## src/rtl/bitlogic_pkg.sv

```systemverilog
// Shared operation encoding and the bitwise operator used by bitlogic_pipe.
// apply_op works on a MAX_W-wide vector; callers zero-extend and narrow to their WIDTH.
package bitlogic_pkg;

   localparam int MAX_W = 1024;

   typedef enum logic [1:0] {
      OP_AND  = 2'd0,
      OP_OR   = 2'd1,
      OP_XOR  = 2'd2,
      OP_ANDN = 2'd3
   } op_e;

   // Purely bitwise, so bit i of the result depends only on bit i of x and y.
   function automatic logic [MAX_W-1:0] apply_op(input op_e op,
                                                 input logic [MAX_W-1:0] x,
                                                 input logic [MAX_W-1:0] y);
      logic [MAX_W-1:0] r;
      case (op)
         OP_AND:  r = x & y;
         OP_OR:   r = x | y;
         OP_XOR:  r = x ^ y;
         OP_ANDN: r = x & ~y;
         default: r = x & y;
      endcase
      return r;
   endfunction

endpackage

```

## src/rtl/bitlogic_pipe_stage.sv

```systemverilog
// Generic valid/ready pipeline register for an opaque payload vector.
// Accepts a new beat whenever it is empty or its current beat is being drained.
module bitlogic_pipe_stage #(
   parameter int W = 8
) (
   input  logic         clk,
   input  logic         rst_n,
   input  logic         in_valid,
   output logic         in_ready,
   input  logic [W-1:0] in_data,
   output logic         out_valid,
   input  logic         out_ready,
   output logic [W-1:0] out_data
);

   logic         vld_p;
   logic [W-1:0] data_p;

   assign in_ready  = !vld_p || out_ready;
   assign out_valid = vld_p;
   assign out_data  = data_p;

   always_ff @(posedge clk) begin
      if (!rst_n) begin
         vld_p  <= 1'b0;
         data_p <= '0;
      end else if (in_ready) begin
         vld_p <= in_valid;
         if (in_valid) begin
            data_p <= in_data;
         end
      end
   end

endmodule

```

## src/rtl/bitlogic_pipe.sv

```systemverilog
// Pipelined two-operand bitwise unit with an optional burst accumulator.
// Stage 1 registers the operands and computes/folds; stage 2 (PIPE_OUT=1) registers the result.
module bitlogic_pipe
   import bitlogic_pkg::*;
#(
   parameter int WIDTH    = 8,
   parameter int PIPE_OUT = 1
) (
   input  logic             clk,
   input  logic             rst_n,
   input  logic             in_valid,
   output logic             in_ready,
   input  logic [WIDTH-1:0] in_a,
   input  logic [WIDTH-1:0] in_b,
   input  logic [1:0]       in_op,
   input  logic             in_acc,
   input  logic             in_last,
   output logic             out_valid,
   input  logic             out_ready,
   output logic [WIDTH-1:0] out_data,
   output logic             out_last
);

   localparam int PW = 2*WIDTH + 4;

   logic             s1_in_ready;
   logic             s1_down_ready;
   logic             s1_advance;
   logic             vld_p1;
   logic [PW-1:0]    pay_p1;
   logic [WIDTH-1:0] a_p1;
   logic [WIDTH-1:0] b_p1;
   op_e              op_p1;
   logic             acc_p1;
   logic             last_p1;
   logic [WIDTH-1:0] r_p1;
   logic [WIDTH-1:0] fold_p1;
   logic [WIDTH-1:0] res_p1;
   logic [WIDTH-1:0] acc_reg;
   logic             first;

   // ---- stage 1: operand register ----
   bitlogic_pipe_stage #(.W(PW)) u_stage1 (
      .clk       (clk),
      .rst_n     (rst_n),
      .in_valid  (in_valid),
      .in_ready  (s1_in_ready),
      .in_data   ({in_a, in_b, in_op, in_acc, in_last}),
      .out_valid (vld_p1),
      .out_ready (s1_down_ready),
      .out_data  (pay_p1)
   );

   // Held high through reset; anything accepted then is wiped by the reset itself.
   assign in_ready = s1_in_ready || !rst_n;

   assign a_p1    = pay_p1[PW-1 -: WIDTH];
   assign b_p1    = pay_p1[WIDTH+3 -: WIDTH];
   assign op_p1   = op_e'(pay_p1[3:2]);
   assign acc_p1  = pay_p1[1];
   assign last_p1 = pay_p1[0];

   assign r_p1    = WIDTH'(apply_op(op_p1, MAX_W'(a_p1), MAX_W'(b_p1)));
   assign fold_p1 = WIDTH'(apply_op(op_p1, MAX_W'(acc_reg), MAX_W'(r_p1)));
   assign res_p1  = (acc_p1 && !first) ? fold_p1 : r_p1;

   assign s1_advance = vld_p1 && s1_down_ready;

   // Accumulator only moves when the beat actually leaves stage 1, so stalls never double-fold.
   always_ff @(posedge clk) begin
      if (!rst_n) begin
         acc_reg <= '0;
         first   <= 1'b1;
      end else if (s1_advance) begin
         if (acc_p1) begin
            acc_reg <= res_p1;
         end
         first <= last_p1;
      end
   end

   // ---- stage 2: optional result register ----
   generate
      if (PIPE_OUT != 0) begin : g_out_reg
         logic [WIDTH:0] pay_p2;

         bitlogic_pipe_stage #(.W(WIDTH+1)) u_stage2 (
            .clk       (clk),
            .rst_n     (rst_n),
            .in_valid  (vld_p1),
            .in_ready  (s1_down_ready),
            .in_data   ({res_p1, last_p1}),
            .out_valid (out_valid),
            .out_ready (out_ready),
            .out_data  (pay_p2)
         );

         assign out_data = pay_p2[WIDTH:1];
         assign out_last = pay_p2[0];
      end else begin : g_out_comb
         assign s1_down_ready = out_ready;
         assign out_valid     = vld_p1;
         assign out_data      = res_p1;
         assign out_last      = last_p1;
      end
   endgenerate

endmodule

```

## config.mk

```make
export PLATFORM = sky130hd
export DESIGN_NAME = bitlogic_pipe
export DESIGN_NICKNAME = d
export VERILOG_FILES = /design/src/rtl/bitlogic_pkg.sv /design/src/rtl/bitlogic_pipe_stage.sv /design/src/rtl/bitlogic_pipe.sv
export SDC_FILE = /design/constraint.sdc
export NUM_CORES = 1
export LEC_CHECK = 0
export CORE_UTILIZATION = 45
export CTS_CLUSTER_SIZE = 25
export DETAILED_ROUTE_END_ITERATION = 8
export DONT_BUFFER_PORTS = 1
export GPL_TIMING_DRIVEN = 0
export PLACE_DENSITY_LB_ADDON = 0.08
export SLEW_MARGIN = 20
export SYNTH_ARGS = -nofsm -noshare
export SYNTH_HDL_FRONTEND = slang
export SYNTH_SLANG_ARGS = --single-unit
```

## constraint.sdc

```tcl
create_clock -name clk -period 3 [get_ports clk]
set_clock_uncertainty 0.15 [all_clocks]
set_input_delay 0.3 -clock clk [delete_from_list [all_inputs] [get_ports clk]]
set_output_delay 0.3 -clock clk [all_outputs]
set_load 0.03 [all_outputs]
```

==> summary.txt <==
Timing
  – F_max: 373 MHz
  – Final WS setup: 0.316 ns
  – WHS: -0.00110 ns
  – Final hold violation count: 2
  – RSZ-0062 raised after global routing: false
  – Min Clock Period, post-route: 2.68 ns
  – Pins Over Slew Limit: 0
  – Final setup violation count: 0
  – TNS Setup: 0 ns
  – Worst Max-Slew Pin Slew: 0.750 ns
  – Final cycle utilization of the critical path: 0.895
  – Rel. slew slack: 0.499

Yosys
  – Cell count after synthesis: 304
  – Synth area leader: dfxtp_1
  – Sequential share of the synthesized area: 0.326
  – Top-area cell type share of the netlist area: 0.326
  – Synth Cell Area: 2460 µm²
  – Syn_nets: 347
  – Mean Syn Cell Area: 8.09 µm²
  – #FFs+latches synth: 40
  – Synth Warn #: 0
  – Netlist cell types: 28
  – Largest cells by area after synthesis: dfxtp_1 33%, nand2_1 10%, ha_1 9.7%

Job
  – Max Cap Violations: 0

Clock network
  – Clock tree buffer depth: 2
  – CTS buffer count: 5
  – # clock sinks: 40
  – Clock transition at path regs: 0.09 ns
  – H-tree depth reported by CTS: 2
  – Clk_lat worst skew: 0.30 ns
  – CTS tree: done
  – Clock Tree Root: clkbuf_8

Detailed routing
  – Antenna viol nets, final: 0
  – Avg Vias per Cell: 5.15
  – DR DRC count: 0
  – DR iter-0 viols: 74
  – Total Wirelength: 5640 µm
  – Routed vias: 2053
  – Routed length per instance: 14.1 µm
  – Pre-antenna DRT Iters: 4

Placed design
  – I/O Buffers: 0
  – Placed cell count: 374
  – DPL Wire Length: 4060 µm
  – Pre-CTS WS: 0.128 ns
  – Global placement routability congestion: 0.782

Floorplanning
  – Die W: 75.9 µm
  – Die span in y: 75.9 µm
  – Core area: 5170 µm²
  – Die ar.: 5760 µm²
  – Site row count: 26
  – Starting Density: 0.475
  – Number of top-level pins: 35

Global routing
  – Largest net degree at the start of global routing: 14
  – First-pass GRT wire length: 9600 µm
  – Vias in the first global route: 1974
  – Number of antenna violations at the first check in global routing: 0
  – Global-route usage over all layers: 0.212
  – Total congestion overflow: 0

Pwr
  – Leak pwr: 1.13 nW
  – Tot Pwr: 1.24 mW
  – PwrDens: 438 nW/µm²
  – Max IR drop VDD: 0.255 mV

Layout
  – Final core utilization: 0.547
  – Most common cell after layout, fill and taps aside: nand2_1
  – Fraction of layout cells with a size suffix above 1: 0.0851
  – Most frequent cells in the layout: 68 x nand2_1, 42 x inv_1, 40 x dfxtp_1
  – Largest register FFs: 20
  – Nets@finish: 371
  – Cell Count, Final, Fillers Out: 399
  – Layout area overhead: 15.1%
  – # diodes: 0

Critical path
  – Reg-to-reg setup timing slack: 0.32 ns
  – Critical path's top delay family: compound AO/OA/AOI/OAI gates
  – Slowest-stage cell, CP: dfxtp_1
  – Critical Path End Type: flop
  – Crit path cell chain: inv_1, ha_1, clkbuf_2, a221oi_1, a21oi_1, inv_1, ha_1, nand2_1, a21oi_1, o21a_1, a221o_1
  – Setup Crit Path Kind: flop to flop
  – Critical path required time: 3.05 ns
  – Worst Path Buf+Inv: 3
  – Arrival time worst endpoint: 2.73 ns
  – Peak per-stage delay on the critical path: 0.40 ns
  – Startpoint types: flop
  – Crit-path max FO: 10

Run status
  – Status: finished with violations
  – Failing checks: negative hold slack

Worst hold path
  – Worst min path class: input pin to flop
-- final timing paths --
check / from / endpoint / cells after the start
hold / removal: in_a[6] / u_stage1.out_data[18] / 2
hold reg to reg: u_stage1.out_data[0] / u_stage1.out_data[0] / 2
setup reg to reg: u_stage1.out_data[2] / acc_reg[2] / 11
setup / recovery: u_stage1.out_data[2] / acc_reg[2] / 11
-- routing by layer --
layer | routed length, µm | GRT usage | vias to the layer above | part of all wire
met3 | 178 | 0.0470 | 7 | 0.032
met1 | 2690 | 0.269 | 957 | 0.48
li1 | - | - | 1060 | -
met4 | 76 | 0.0712 | 0 | 0.013
met2 | 2700 | 0.356 | 29 | 0.48
met5 | 0 | 0 | - | 0
-- through the flow --
stage                     hold slack, ns  instance area, µm²
after floorplan                    0.289                2460
after global placement             0.297                2550
after detailed placement           0.299                2550
after CTS                        0.00140                2830
after global routing              0.0116                2830
final                           -0.00110                2830
-- synthesized netlist by cell type, drive strengths merged --
| cell type | instances |
|---|---|
| nor2b | 4 |
| mux2i | 8 |
| inv | 42 |
| nor3 | 2 |
| dfxtp | 40 |
| xor2 | 8 |
| nand3 | 2 |
| a21bo | 1 |
| nand2 | 69 |
| a21boi | 23 |
| a221oi | 8 |
| nor3b | 1 |
| a221o | 16 |
| o21a | 9 |
| buf | 10 |
| ha | 19 |
| nor2 | 8 |
| a21oi | 17 |
| and2 | 1 |
| nand2b | 9 |
| clkbuf | 7 |
-- cell type report --
class	count	area, µm²
fill	495	2340
timing repair buffer	17	170
tap	70	87.6
sequential	40	801
multi-input combinational	205	1400
clock inverter	3	42.5
buffer	17	103
clock buffer	5	68.8
inverter	42	158
-- power by group --
| group | internal, mW | switching (mW) | total (mW) |
|---|---|---|---|
| Combinational | 0.0887 | 0.110 | 0.198 |
| Clock | 0.246 | 0.204 | 0.451 |
| Sequential | 0.554 | 0.0363 | 0.590 |
-- timing repair --
item / in CTS / in global routing
resized for setup: 0 / 2
hold endpoints to repair: 17 / 0
hold buffers: 17 / 0
setup buffers: 0 / 0
setup endpoints to repair: 0 / 10
-- logic make-up (layout without fill, tap and decap cells) --
kind of cell | Yosys count | after routing | share of synthesized area
AND/OR/NAND/NOR | 96 | 96 | 0.181
AO/OA/AOI/OAI | 74 | 74 | 0.230
buffers and inverters | 59 | 84 | 0.105
flip-flops | 40 | 40 | 0.326
adder cells (fa/ha/maj) | 19 | 19 | 0.0967
XOR/XNOR | 8 | 8 | 0.0285
multiplexers | 8 | 8 | 0.0326
Note: power is estimated with default switching activity, not from simulation.
